[src/rtl/led_bar_monitor_if.sv]
// led_bar_monitor_if: fill-bar bus from the chaser plus the monitor's decoded status.
interface led_bar_monitor_if;
    logic [7:0] bar;
    logic [3:0] level;
    logic       mode;
    logic       mode_valid;
    logic       wrap;
    logic [7:0] steps;
    logic       err;
    logic       err_pulse;
    modport master (output bar, input level, mode, mode_valid, wrap, steps, err, err_pulse);
    modport slave (input bar, output level, mode, mode_valid, wrap, steps, err, err_pulse);
endinterface

[src/rtl/led_bar_monitor.sv]
// led_bar_monitor: classifies the 8-LED fill bar, tracks level/direction/wraps/steps,
// and latches a sticky error on any pattern or transition the chaser cannot produce.
module led_bar_monitor (
    input logic clk,
    input logic reset,
    led_bar_monitor_if.slave bus
);
    typedef enum logic [2:0] {IDLE, TSP, PST, FULL, ERROR} state_t;
    state_t     state;
    logic [7:0] prev;
    logic       hold, adv_tsp, adv_pst, wrap_t, abort_t, legal;
    // prev is always a legal pattern outside ERROR, so the thermometer tests on prev pin down the state
    assign hold    = bus.bar == prev;
    assign adv_tsp = ((~prev & (~prev + 8'd1)) == 8'd0) && prev != 8'hFF && bus.bar == ((prev >> 1) | 8'h80);
    assign adv_pst = ((prev & (prev + 8'd1)) == 8'd0) && prev != 8'hFF && bus.bar == ((prev << 1) | 8'h01);
    assign wrap_t  = prev == 8'hFF && bus.bar == 8'h00;
    assign abort_t = bus.bar == 8'h00 && prev != 8'h00 && prev != 8'hFF;
    assign legal   = hold | adv_tsp | adv_pst | wrap_t | abort_t;
    always_ff @(posedge clk) begin
        if (reset) begin
            state          <= IDLE;
            prev           <= 8'h00;
            bus.level      <= 4'd0;
            bus.mode       <= 1'b0;
            bus.mode_valid <= 1'b0;
            bus.wrap       <= 1'b0;
            bus.steps      <= 8'd0;
            bus.err        <= 1'b0;
            bus.err_pulse  <= 1'b0;
        end else begin
            prev <= bus.bar;
            if (state == ERROR) begin
                bus.wrap      <= 1'b0;
                bus.err_pulse <= 1'b0;
            end else if (!legal) begin
                state          <= ERROR;
                bus.level      <= 4'd0;
                bus.mode_valid <= 1'b0;
                bus.wrap       <= 1'b0;
                bus.err        <= 1'b1;
                bus.err_pulse  <= 1'b1;
            end else begin
                state          <= bus.bar == 8'h00 ? IDLE :
                                  bus.bar == 8'hFF ? FULL :
                                  adv_tsp ? TSP : adv_pst ? PST : state;
                bus.level      <= 4'($countones(bus.bar));
                bus.mode_valid <= bus.bar != 8'h00;
                bus.mode       <= adv_tsp ? 1'b0 : adv_pst ? 1'b1 : bus.mode;
                bus.wrap       <= wrap_t;
                bus.err_pulse  <= 1'b0;
                bus.steps      <= bus.steps + {7'd0, (adv_tsp | adv_pst) && bus.steps != 8'hFF};
            end
        end
    end
endmodule

[src/flat_wrapper.sv]
// flat-port wrapper written by rule: the top's interface ports become plain ports
module led_bar_monitor_flat 
  (clk, reset, bus_bar, bus_level, bus_mode, bus_mode_valid, bus_wrap, bus_steps, bus_err, bus_err_pulse);
  led_bar_monitor_if bus_i ();
  input logic clk;
  input logic reset;
  input wire logic [$bits(bus_i.bar)-1:0] bus_bar;
  output wire logic [$bits(bus_i.level)-1:0] bus_level;
  output wire logic [$bits(bus_i.mode)-1:0] bus_mode;
  output wire logic [$bits(bus_i.mode_valid)-1:0] bus_mode_valid;
  output wire logic [$bits(bus_i.wrap)-1:0] bus_wrap;
  output wire logic [$bits(bus_i.steps)-1:0] bus_steps;
  output wire logic [$bits(bus_i.err)-1:0] bus_err;
  output wire logic [$bits(bus_i.err_pulse)-1:0] bus_err_pulse;
  assign bus_i.bar = bus_bar;
  assign bus_level = bus_i.level;
  assign bus_mode = bus_i.mode;
  assign bus_mode_valid = bus_i.mode_valid;
  assign bus_wrap = bus_i.wrap;
  assign bus_steps = bus_i.steps;
  assign bus_err = bus_i.err;
  assign bus_err_pulse = bus_i.err_pulse;
  led_bar_monitor u_core (.clk(clk), .reset(reset), .bus(bus_i));
endmodule
[config.mk]
export PLATFORM = sky130hd
export DESIGN_NAME = led_bar_monitor_flat
export DESIGN_NICKNAME = d
export VERILOG_FILES = /design/src/rtl/led_bar_monitor_if.sv /design/src/rtl/led_bar_monitor.sv /design/src/flat_wrapper.sv
export SDC_FILE = /design/constraint.sdc
export NUM_CORES = 1
export LEC_CHECK = 0
export CAP_MARGIN = 20
export CORE_MARGIN = 1.5
export CORE_UTILIZATION = 53
export CTS_CLUSTER_DIAMETER = 80
export DETAILED_ROUTE_END_ITERATION = 12
export HOLD_SLACK_MARGIN = 0.02
export MAX_ROUTING_LAYER = met4
export PLACE_DENSITY_LB_ADDON = 0.1
export REMOVE_ABC_BUFFERS = 1
export SYNTH_ARGS = -nofsm -noshare
export SYNTH_HDL_FRONTEND = slang
export SYNTH_SLANG_ARGS = --single-unit
[constraint.sdc]
create_clock -name clk -period 3.5 [get_ports clk]
set_input_delay 0.7 -clock clk [delete_from_list [all_inputs] [get_ports clk]]
set_output_delay 0.7 -clock clk [all_outputs]
set_load 0.1 [all_outputs]
==> summary.txt <==
Result of the run - complete, no violations
Leakage - 0.822 nW
Half-perimeter wire length after detailed placement - 3140 um
CTS sink cnt - 28
Capture point of the worst path - u_core.bus.level[2]
Netlist Area Pre-Place - 1760 um2
Endpoint arrival time on the critical path - 3450 ps
Most Frequent Cell on Critical Path - fa_1
Post-synth cell types - 43
Syn Inst Count - 202
R2r startpoint - u_core.prev[4]
Part of the cycle the worst path needs - 0.911
Synth warn - 0
Synthesized flop and latch total - 28
Placed cell count - 273
Total area of sequential cells - 561 um2
Crit path launch type - input port
Tot GR Track Use - 0.260
Via count of the routed design - 1,608
Overflow left after global routing - 0
Layout Skew - 11.4 ps
Worst R2R End - u_core.bus.steps[6]
Port-buffer cells - 26
Number of flops mapped to enable cells by yosys - 0
Portion of total power attributed to combinational logic - 0.202
Switching power as a share of total power - 0.284
Row cnt - 20
Power density over the cells - 325 nW/um2
Standard cell core area - 3100 um2
DRC Markers - 0
Drt first pass iters - 5
Net switching component of the power - 0.000199 W
Maximum fanout count along the critical path - 3
Number of clock buffers inserted by TritonCTS - 3
Remaining max-slew budget at the tightest pin - 0.347
Class of the worst hold path - reg -> reg
Sequential power share - 0.486
Final non-filler cell total - 277
# setup viols final - 0
Area share of the largest cell type after synthesis - 0.319
Critical path capture point type - flip-flop
Height of the die - 60.6 um
Post-detailed-route wirelength per cell - 14.7 um
Max Transition Viols Final - 0
Final Hold Violating Endpoints - 0
CTS clk-pin slew, worst paths - 160 ps
Critical path origin - bus_bar[3]
Critical Path Max Stage Delay - 530 ps
Worst path setup slack after routing - 313 ps
Final setup TNS - 0 ps
RSZ-0062 raised after global routing - false
Maximum number of pins on one net before global-route repair - 18
Level count of the clock H-tree - 1
First-pass GRT wire length - 7020 um
Vias per std cell - 5.81
Final Wtd Congestion - 0.857
Count leader, synth - dfxtp_1
Clock tree from TritonCTS - yes
Multi-input gate area - 1080 um2
Count of antenna-violating nets left after detailed routing - 0
Min Hold Slack - 468 ps
Synth async-reset ratio - 0
Count of hold buffers inserted by post-cts repair - 0
Initial core utilization - 0.566
Growth of design area from synthesis to finish - 22.7%
Die Span X - 60.6 um
Main flop type after synthesis - dfxtp_1
PostCTS Resize Cnt - 0
Antenna diodes - 0
Number of global-route vias before repair - 1,555
Fraction of final layout cells sized beyond drive strength 1 - 0.0944
Layout Nets - 261
Root Buffer - clkbuf_4
Maximum buffer depth of the clock tree - 2
Worst Setup Path Type - in -> reg
Register-to-register path setup slack - 610 ps
Internal - 0.000502 W
Critical path's slowest cell - fa_1
Cell taking the most area after synthesis - dfxtp_1
Post-CTS setup repair buffer count - 0
IR Drop Worst-Case VDD - 187 uV
Proportion of synthesized chip area in sequential cells - 0.319
Post-place setup slack - -34.6 ps
I/O pin cnt - 27
Average cell area after synthesis - 8.70 um2
Transition time at the pin with the least slew margin - 976 ps
Most area-consuming cells after synthesis - dfxtp_1 (32%), ha_1 (9.3%), xnor2_1 (6.5%)
Critical path required time - 3770 ps
Utilization after layout - 0.695
Routed Wire Length - 4060 um
Cells on worst reg2reg path - 10
Violation count after the first detailed-routing iteration - 80
Maximum frequency from static timing analysis - 0.314 GHz
Final critical path time including I/O delays and setup - 3190 ps
Sequence of cells on the critical path - clkdlybuf4s50_1 -> ha_1 -> inv_1 -> fa_1 -> inv_1 -> fa_1 -> ha_1 -> fa_1 -> nand3_1 -> a21oi_1
Die Outline Area - 3670 um2
Worst-skew pair later-pin latency - 340 ps
Most common library cells after synthesis - dfxtp_1 (28), a21oi_1 (18), inv_1 (15), nand2_1 (15), nor2_1 (15)
Number of filler instances in the final layout - 279
Clock network fraction of design power - 0.311
Number of antenna violations at the first check in global routing - 0
Max-capacitance violation count - 0
==> per-stage QoR <==
step	area, um2	total power [W]
after floorplan	1690	0.000434
after global placement	2100	0.000485
after detailed placement	2100	0.000489
after CTS	2160	0.000703
after global routing	2160	0.000735
final	2160	0.000701
==> power by group through the flow <==
stage	registers [W]	logic, W	clock network, W
global route	0.000343	0.000161	0.000232
floorplan	0.000360	0.0000742	0
CTS	0.000341	0.000143	0.000220
finish	0.000341	0.000142	0.000218
detailed placement	0.000348	0.000142	0
global placement	0.000347	0.000137	0
==> logic make-up (layout without fill, tap and decap cells) <==
| family | Yosys count | in the layout | share of synthesized area |
|---|---|---|---|
| adder cells (fa/ha/maj) | 17 | 17 | 0.138 |
| buffers and inverters | 27 | 58 | 0.0684 |
| AO/OA/AOI/OAI | 40 | 40 | 0.169 |
| flip-flops | 28 | 28 | 0.319 |
| multiplexers | 1 | 1 | 0.00641 |
| AND/OR/NAND/NOR | 73 | 73 | 0.219 |
| XOR/XNOR | 16 | 16 | 0.0798 |
==> per-layer routing <==
| metal | wire [um] | GRT usage |
|---|---|---|
| met4 | 37 | 0.0807 |
| met2 | 2010 | 0.425 |
| met3 | 170 | 0.0341 |
| met1 | 1840 | 0.335 |
| met5 | 0 | - |
==> placed cells by master (no fill, tap or decap), drive strengths merged, types with 4 or more instances in the layout <==
cell type      count
inv               15
fa                 4
nor2b              4
or4                4
ha                13
o21ai              5
a21oi             18
nand3              9
xnor2             13
nand4              5
nor3               5
buf               14
nand2             15
clkdlybuf4s50     25
nor2              15
dfxtp             28
==> worst min-delay path by stage <==
stage,from,to,slack [ps],cells after the start
after floorplan,u_core.state[0],u_core.state[0],430,2
after global placement,u_core.state[0],u_core.state[0],440,2
after detailed placement,u_core.bus.level[3],u_core.bus.level[3],450,2
after CTS,u_core.bus.level[3],u_core.bus.level[3],470,2
after global routing,u_core.bus.mode_valid,u_core.bus.mode_valid,500,2
final,u_core.bus.level[3],u_core.bus.level[3],470,2
==> state kept, by name (all words and copies together), names as in the netlist <==
signal and flops:
u_core.bus.steps 8, u_core.prev 8, u_core.bus.level 4, u_core.state 3
u_core.bus.err 1, u_core.bus.err_pulse 1, u_core.bus.mode 1, u_core.bus.mode_valid 1
u_core.bus.wrap 1
==> area by class of cell <==
type / instances / share of cell area
sequential: 28 / 0.260
timing repair buffer: 39 / 0.165
inverter: 15 / 0.0261
multi-input combinational: 147 / 0.499
clock buffer: 3 / 0.0104
clock inverter: 1 / 0.0139
tap: 44 / 0.0255
==> critical path, delay by kind of cell <==
| kind | cells | cell delay, ps |
|---|---|---|
| adder cells (fa/ha/maj) | 5 | 1880 |
| buffers and inverters | 3 | 640 |
| AO/OA/AOI/OAI | 1 | 150 |
| AND/OR/NAND/NOR | 1 | 70 |
Note: power is estimated with default switching activity, not from simulation.
